### config.mk
export PLATFORM = sky130hd
export DESIGN_NAME = cpu_run_ctrl
export DESIGN_NICKNAME = d
export VERILOG_FILES = /design/src/rtl/cpu_ctrl_pkg.sv /design/src/rtl/btn_debounce.sv /design/src/rtl/cpu_run_ctrl.sv
export SDC_FILE = /design/constraint.sdc
export NUM_CORES = 1
export LEC_CHECK = 0
export CORE_UTILIZATION = 40
export DETAILED_ROUTE_END_ITERATION = 10
export SLEW_MARGIN = 20
export SYNTH_ARGS = -nofsm -noshare
export SYNTH_HDL_FRONTEND = slang
export SYNTH_SLANG_ARGS = --single-unit
export TNS_END_PERCENT = 1
### constraint.sdc
create_clock -name clk -period 2.9 [get_ports clk]
set_clock_uncertainty 0.15 [all_clocks]
set_input_delay 0.58 -clock clk [delete_from_list [all_inputs] [get_ports clk]]
set_output_delay 0.58 -clock clk [all_outputs]
set_load 0.1 [all_outputs]
### src/rtl/cpu_ctrl_pkg.sv
// Shared state codes for the demo CPU run/halt/step/load sequencer.
package cpu_ctrl_pkg;

  localparam int ST_W = 2;

  typedef enum logic [ST_W-1:0] {
    ST_HALT = 2'd0,
    ST_RUN  = 2'd1,
    ST_STEP = 2'd2,
    ST_LOAD = 2'd3
  } state_t;

endpackage

### src/rtl/btn_debounce.sv
// Active-low button conditioner: 2-FF synchroniser, stable-for-DEBOUNCE filter,
// and a one-clk event on the released->pressed transition of the filtered level.
module btn_debounce #(
  parameter int DEBOUNCE = 270000
) (
  input  logic clk,
  input  logic rst,
  input  logic raw_n,
  output logic press_ev,
  output logic level
);

  localparam int CW = $clog2(DEBOUNCE);
  localparam logic [CW-1:0] CNT_MAX = CW'(DEBOUNCE - 1);

  logic          sync1;
  logic          sync2;
  logic [CW-1:0] cnt;

  // level is 1 while pressed; cnt counts consecutive samples that disagree with it
  always_ff @(posedge clk or negedge rst) begin
    if (!rst) begin
      sync1    <= 1'b0;
      sync2    <= 1'b0;
      cnt      <= '0;
      level    <= 1'b0;
      press_ev <= 1'b0;
    end else begin
      sync1    <= ~raw_n;
      sync2    <= sync1;
      press_ev <= 1'b0;
      if (sync2 == level) begin
        cnt <= '0;
      end else if (cnt == CNT_MAX) begin
        cnt      <= '0;
        level    <= sync2;
        press_ev <= sync2;
      end else begin
        cnt <= cnt + CW'(1);
      end
    end
  end

endmodule

### src/rtl/cpu_run_ctrl.sv
// Run/halt/step sequencer and program-load arbiter for the 8-bit demo CPU.
// Loader owns the program RAM write port only while the CPU is held in LOAD.
module cpu_run_ctrl
  import cpu_ctrl_pkg::*;
#(
  parameter int PERIOD   = 2097152,
  parameter int DEBOUNCE = 270000,
  parameter int ADDR_W   = 8,
  parameter int DATA_W   = 8
) (
  input  logic              clk,
  input  logic              rst,
  input  logic              btn_run_n,
  input  logic              btn_step_n,
  input  logic              btn_load_n,
  input  logic              ld_valid,
  input  logic [ADDR_W-1:0] ld_addr,
  input  logic [DATA_W-1:0] ld_data,
  output logic              ld_ready,
  output logic              ram_we,
  output logic [ADDR_W-1:0] ram_waddr,
  output logic [DATA_W-1:0] ram_wdata,
  output logic              cpu_step,
  output logic              cpu_rst_n,
  output logic [ST_W-1:0]   state,
  output logic [7:0]        ld_count
);

  localparam int PW = $clog2(PERIOD);
  localparam logic [PW-1:0] PRESC_MAX = PW'(PERIOD - 1);

  logic          run_ev;
  logic          step_ev;
  logic          load_ev;
  logic          unused_run_level;
  logic          unused_step_level;
  logic          unused_load_level;
  state_t        st;
  logic [PW-1:0] presc;

  btn_debounce #(.DEBOUNCE(DEBOUNCE)) u_db_run (
    .clk      (clk),
    .rst      (rst),
    .raw_n    (btn_run_n),
    .press_ev (run_ev),
    .level    (unused_run_level)
  );

  btn_debounce #(.DEBOUNCE(DEBOUNCE)) u_db_step (
    .clk      (clk),
    .rst      (rst),
    .raw_n    (btn_step_n),
    .press_ev (step_ev),
    .level    (unused_step_level)
  );

  btn_debounce #(.DEBOUNCE(DEBOUNCE)) u_db_load (
    .clk      (clk),
    .rst      (rst),
    .raw_n    (btn_load_n),
    .press_ev (load_ev),
    .level    (unused_load_level)
  );

  assign state = st;

  always_ff @(posedge clk or negedge rst) begin
    if (!rst) begin
      st        <= ST_HALT;
      presc     <= '0;
      cpu_step  <= 1'b0;
      cpu_rst_n <= 1'b0;
      ld_ready  <= 1'b0;
      ram_we    <= 1'b0;
      ram_waddr <= '0;
      ram_wdata <= '0;
      ld_count  <= 8'd0;
    end else begin
      cpu_step  <= 1'b0;
      ram_we    <= 1'b0;
      cpu_rst_n <= 1'b1;

      // ld_ready is only high in LOAD, so this also covers the write accepted on the exit edge
      if (ld_valid && ld_ready) begin
        ram_we    <= 1'b1;
        ram_waddr <= ld_addr;
        ram_wdata <= ld_data;
        ld_count  <= ld_count + 8'd1;
      end

      case (st)
        ST_HALT: begin
          if (load_ev) begin
            st        <= ST_LOAD;
            ld_count  <= 8'd0;
            ld_ready  <= 1'b1;
            cpu_rst_n <= 1'b0;
          end else if (run_ev) begin
            st    <= ST_RUN;
            presc <= '0;
          end else if (step_ev) begin
            st       <= ST_STEP;
            cpu_step <= 1'b1;
          end
        end
        ST_RUN: begin
          if (run_ev) begin
            st <= ST_HALT;
          end else if (presc == PRESC_MAX) begin
            presc    <= '0;
            cpu_step <= 1'b1;
          end else begin
            presc <= presc + PW'(1);
          end
        end
        ST_STEP: begin
          st <= ST_HALT;
        end
        ST_LOAD: begin
          // CPU stays in reset through the exit cycle so the final write lands first
          cpu_rst_n <= 1'b0;
          if (load_ev) begin
            st       <= ST_HALT;
            ld_ready <= 1'b0;
          end
        end
        default: st <= ST_HALT;
      endcase
    end
  end

endmodule

==> metrics <==
Avg WL per Cell=around 14 um; Fin. Hold Viols=0; Die X=approximately 120 um; minimum clock period=about 2.4 ns; Placed Cells=766; Cell Chain, Critical Path=inv_1 -> ha_1 -> or3b_4 -> a41o_2 -> or3_1 -> o21ai_1; CTS Buf Count=17; Yosys cell types=48; critical path peak fanout=15; io pins=52; die area=~0.015 mm2; Critical Path Start Type=flop; top cells by area, synth=dfrtp_1, xor2_1, nor2_1; ant diodes=0; final WL=around 11000 um; Seq/Total Area, Yosys=0.535; Synth top area share=0.535; Post-synth ARST share=1.00; routability cong.=~0.8; RSZ-0062 raised after global routing=false; PortBufs=approximately 50; Slew Limit Fails=0; Setup TNS=0 ns; Via-to-Cell Ratio=5.10; total power=a little over 4000 uW; Netlist Area Pre-Place=roughly 0.0056 mm2; first-pass GRT wire length=about 19000 um; Arr. time, crit path=~2.6 ns; post-route ant nets=0; Die Span Y=120 um; Synth top cells by count=dfrtp_1, nor2_1, nand2_1, xor2_1, nand3_1; ratio of cells with drive above 1 in the final layout=0.156; total global routing overflow=0; max incr delay on CP=about 0.45 ns; Worst EP required=approximately 3.1 ns; count of final setup violators=0; Syn-to-layout area delta=22.9%; synthesized flop and latch total=120; syn nets=approximately 570; Slew HR=0.537; Starting DRT DRC Count=approximately 180; FP Rows=42; clk buf depth=2; Hold WC Path Type=in2async; max_cap viols=0; CP Capture Type=flop; post-synth top area cell=dfrtp_1; leakage=0.00309 uW; Worst path slowest cell=or3b_4; drt first pass iters=4; H-tree levels=4; mean post-synth cell area=10.3 um2; fin cells=about 800; total number of vias=about 4000; initial antenna violation count=0; worst skew pair latency=0.42 ns; vias in the first global route=a little over 4000; Max IR drop VDD=roughly 0.38 mV; Post-DP HPWL=slightly below 8000 um; Post-CTS Hold Fix Bufs=0; root buffer cell=clkbuf_16; post-synthesis instance total=~540; # nets final=between 600 and 700; max frequency=around 420 MHz; Pwr Density=between 500 and 600 mW/mm2; count leader, synth=dfrtp_1; postcts setup bufs=0; worst-margin pin slew=about 0.7 ns; status=finished, final reports clean; prevailing post-synth register cell=dfrtp_1; number of synthesized flops with an enable pin=0; YS warnings=0; fin crit share=0.826; number of fill cells=roughly 1200; pin count of the biggest net entering global routing=48; WS Path Type=reg2reg; Util after Layout=0.513; Starting Density=0.417; post-cts resize count=0; TritonCTS clock tree=yes; DRC=0; GRT Total Usage=0.170; core outline area=0.0135 mm2; CTS Sinks=120; clk slew on worst S/H paths=around 0.05 ns
[per-layer routing]
metal | share of wire | vias to the layer above | global-route usage
li1 | - | 2031 | -
met1 | 0.48 | 1970 | 0.221
met2 | 0.47 | 56 | 0.270
met3 | 0.035 | 13 | 0.0505
met4 | 0.012 | 0 | 0.0602
met5 | 0 | - | 0
[state kept, by name, indices dropped and copies added, names as in the netlist, 2 cells and up]
| register | cells |
|---|---|
| ram_wdata | 8 |
| ld_count | 8 |
| state | 2 |
| u_db_run.cnt | 19 |
| u_db_load.cnt | 19 |
| presc | 21 |
| ram_waddr | 8 |
| u_db_step.cnt | 19 |
[cell type report]
cell class | count | area, um2 | share of cell area
clock inverter | 11 | 170 | 0.0247
tap | 176 | 220 | 0.0319
timing repair buffer | 58 | 485 | 0.0704
inverter | 24 | 90.1 | 0.0131
multi-input combinational | 388 | 2460 | 0.356
clock buffer | 21 | 470 | 0.0682
sequential | 120 | 3000 | 0.435
[placed cells by master (no fill, tap or decap), drive strengths merged, types with 21 or more instances in the layout]
master / synthesis / routed
dfrtp: 120 / 120
nor2: 82 / 82
nand2: 42 / 42
xor2: 42 / 42
buf: 8 / 38
nand3: 35 / 35
nand4: 26 / 26
inv: 24 / 24
clkbuf: 3 / 21
[where the power goes]
group | switching (uW) | internal [uW] | total, uW
clock network | 758 | 1500 | 2260
logic | 57.3 | 40.9 | 98.1
registers | 13.8 | 1690 | 1700
total | 829 | 3240 | 4060
[metrics by stage]
step	hold slack, ns	setup slack, ns	area [um2]
floorplan	0.134	0.162	5610
global placement	0.184	0.499	6250
detailed placement	0.187	0.420	6250
CTS	0.0329	0.500	6900
global route	0.0565	0.387	6900
finish	0.0249	0.504	6900
[cells by family after synthesis]
kind of cell | after synthesis | share of synthesized area
AOI/OAI and AO/OA | 57 | 0.0685
xor gates and xnor gates | 62 | 0.0968
adders and majority gates | 9 | 0.0201
buffers and inverters | 35 | 0.0272
DFF | 120 | 0.535
muxes | 20 | 0.0399
and+or+nand+nor | 240 | 0.212
[final timing paths]
path                                 from  cells after the start             end  slack [ns]
max                              state[1]                      6       presc[17]        0.50
min                                   rst                      1       presc[19]        0.02
max reg2reg                      state[1]                      6       presc[17]        0.50
min reg2reg                u_db_run.sync1                      0  u_db_run.sync2        0.20
max in group asynchronous             rst                      2    ram_wdata[2]        1.86
min in group clk           u_db_run.sync1                      0  u_db_run.sync2        0.20
[critical path: cells and delay by family, from the launching register on]
| kind | cells | cell delay (ns) |
|---|---|---|
| buffers and inverters | 1 | 0.12 |
| flip-flops | 1 | 0.41 |
| adder cells (fa/ha/maj) | 1 | 0.36 |
| AND/OR/NAND/NOR | 2 | 0.83 |
| AO/OA/AOI/OAI | 2 | 0.46 |
Note: power is estimated with default switching activity, not from simulation.
==> RTL edit: new RTL, same settings <==
The parameter `DATA_W` goes from 8 to 12.
--- a/src/rtl/cpu_run_ctrl.sv
+++ b/src/rtl/cpu_run_ctrl.sv
@@ -6,7 +6,7 @@
   parameter int PERIOD   = 2097152,
   parameter int DEBOUNCE = 270000,
   parameter int ADDR_W   = 8,
-  parameter int DATA_W   = 8
+  parameter int DATA_W   = 12
 ) (
   input  logic              clk,
   input  logic              rst,
Interface: changed (resized ld_data and ram_wdata); port bits go from 52 to 60. The function was not compared with the original's and may differ.
==> RTL edit against the unedited design <==
Largest cell class unchanged. Power about the same. Maximum frequency is 1.4% higher. Non-clock buffer count increased by 9. Area after synthesis increased by 2.2%. Setup slack better by 33 ps. Combinational power rose by 7%. Largest power group unchanged. Final area up 3.1%. First-iteration DRC count rose by 62%. Sequential cell count rose by 4. Global-route usage increased by 0.12 points. Wire length rose by 0.87%.
==> RTL edit: results (changes against the unedited design) <==
SYNTH
--------------------------------------------------------------------------------
Net count after synthesis                                                    581   +1.2%
Synth top area cells                                                dfrtp_1 54%, nor2_1 5.8%, xnor2_1 4.6%
Count of unique library cells instantiated by Yosys                           49   +2.1%

LAYOUT
--------------------------------------------------------------------------------
Fraction of layout cells with a size suffix above 1                        0.163   +0.00728
Signal inverters                                                              21   -13%
Count of multi-input combinational gates                                     387   -0.26%
Count of buffers not belonging to the clock network in the layout             67   +16%
Non-clock buffer share                                                    0.0827   +0.0123

POWER
--------------------------------------------------------------------------------
P_sw                                                                      789 uW   -4.8%
Maximum vdd drop                                                        0.387 mV   +1.7%
Static Leak                                                           0.00318 uW   +3.1%
Power attributed to combinational cells                                   105 uW   +7%

SETUP PATH
--------------------------------------------------------------------------------
FF-to-FF path depth                                                            7   +1
Crit-path max FO                                                              21   +6
Critical Path End                                                       presc[5]

GLOBAL ROUTING
--------------------------------------------------------------------------------
Maximum number of pins on one net before global-route repair                  50   +4.2%
Global-route wire length before repair                                   19.6 mm   +2.1%
GR Util All Layers                                                         0.171   +0.00119

PLACED DESIGN
--------------------------------------------------------------------------------
Buffers added on ports                                                        59   +16%
Worst-case setup slack after placement                                    524 ps   +103 ps
HPWL after DPL                                                           7.72 mm   -0.75%

RUN STATUS
--------------------------------------------------------------------------------
Result of the run                                                   finished, final reports clean

TIMING
--------------------------------------------------------------------------------
Final setup slack of the worst path                                       538 ps   +33.1 ps

DRT
--------------------------------------------------------------------------------
Via density                                                                 5.23   +2.6%
Initial detailed-routing violation count                                     286   +62%
Detailed route wirelength on metal3                                       503 um   +28%
Total length of routed met2 wires                                        5.42 mm   +1.4%

## RTL edit: changes by cell type after synthesis, moves of 5 or more
cell / unedited run / this run
xor2_1: 42 / 29
xnor2_1: 20 / 30
nand3_1: 35 / 26
nor2_1: 82 / 88
a21oi_1: 12 / 7
o21ai_0: 17 / 22
## RTL edit: worst min path at each step
stage / startpoint / endpoint / slack (ps) / cells past startpoint
3_3_place_gp: u_db_step.sync1 / u_db_step.sync2 / 180 / 0
4_1_cts: rst / ram_waddr[3] / 70 / 1
5_1_grt: rst / ram_we / 90 / 1
3_5_place_dp: u_db_load.sync1 / u_db_load.sync2 / 190 / 0
6_report: rst / ram_we / 50 / 1
2_1_floorplan: rst / cpu_rst_n / 130 / 0
## RTL edit: worst max-delay path, cell delays in order (launching register included)
cell	delay, ps
dfrtp_1	420
inv_1	120
ha_1	490
nor3b_1	370
a31oi_2	50
buf_4	210
a31o_1	200
a22o_1	230
## RTL edit: metal layers
metal / GRT usage / vias up
li1: - / 2042
met1: 0.225 / 2088
met2: 0.269 / 105
met3: 0.0454 / 9
met4: 0.0694 / 0
met5: 0 / -
## RTL edit: metrics by stage
stage / total power [uW] / cell area (um^2) / cells / hold slack [ps]
final: 4070 / 7110 / 811 / 50.5
after global routing: 4220 / 7110 / 811 / 92.5
after CTS: 4130 / 7110 / 811 / 68.4
after detailed placement: 1900 / 6480 / 779 / 190
after global placement: 1900 / 6480 / 779 / 184
after floorplan: 1810 / 5730 / 546 / 134
## RTL edit: logic make-up (layout without fill, tap and decap cells)
kind of cell               count (synthesis)  after routing  synth area share
and+or+nand+nor                          234            234             0.206
DFF                                      124            124             0.541
xor gates and xnor gates                  59             59            0.0901
AOI/OAI and AO/OA                         58             58            0.0650
buffers and inverters                     35            120            0.0260
muxes                                     27             27            0.0522
adders and majority gates                  9              9            0.0196
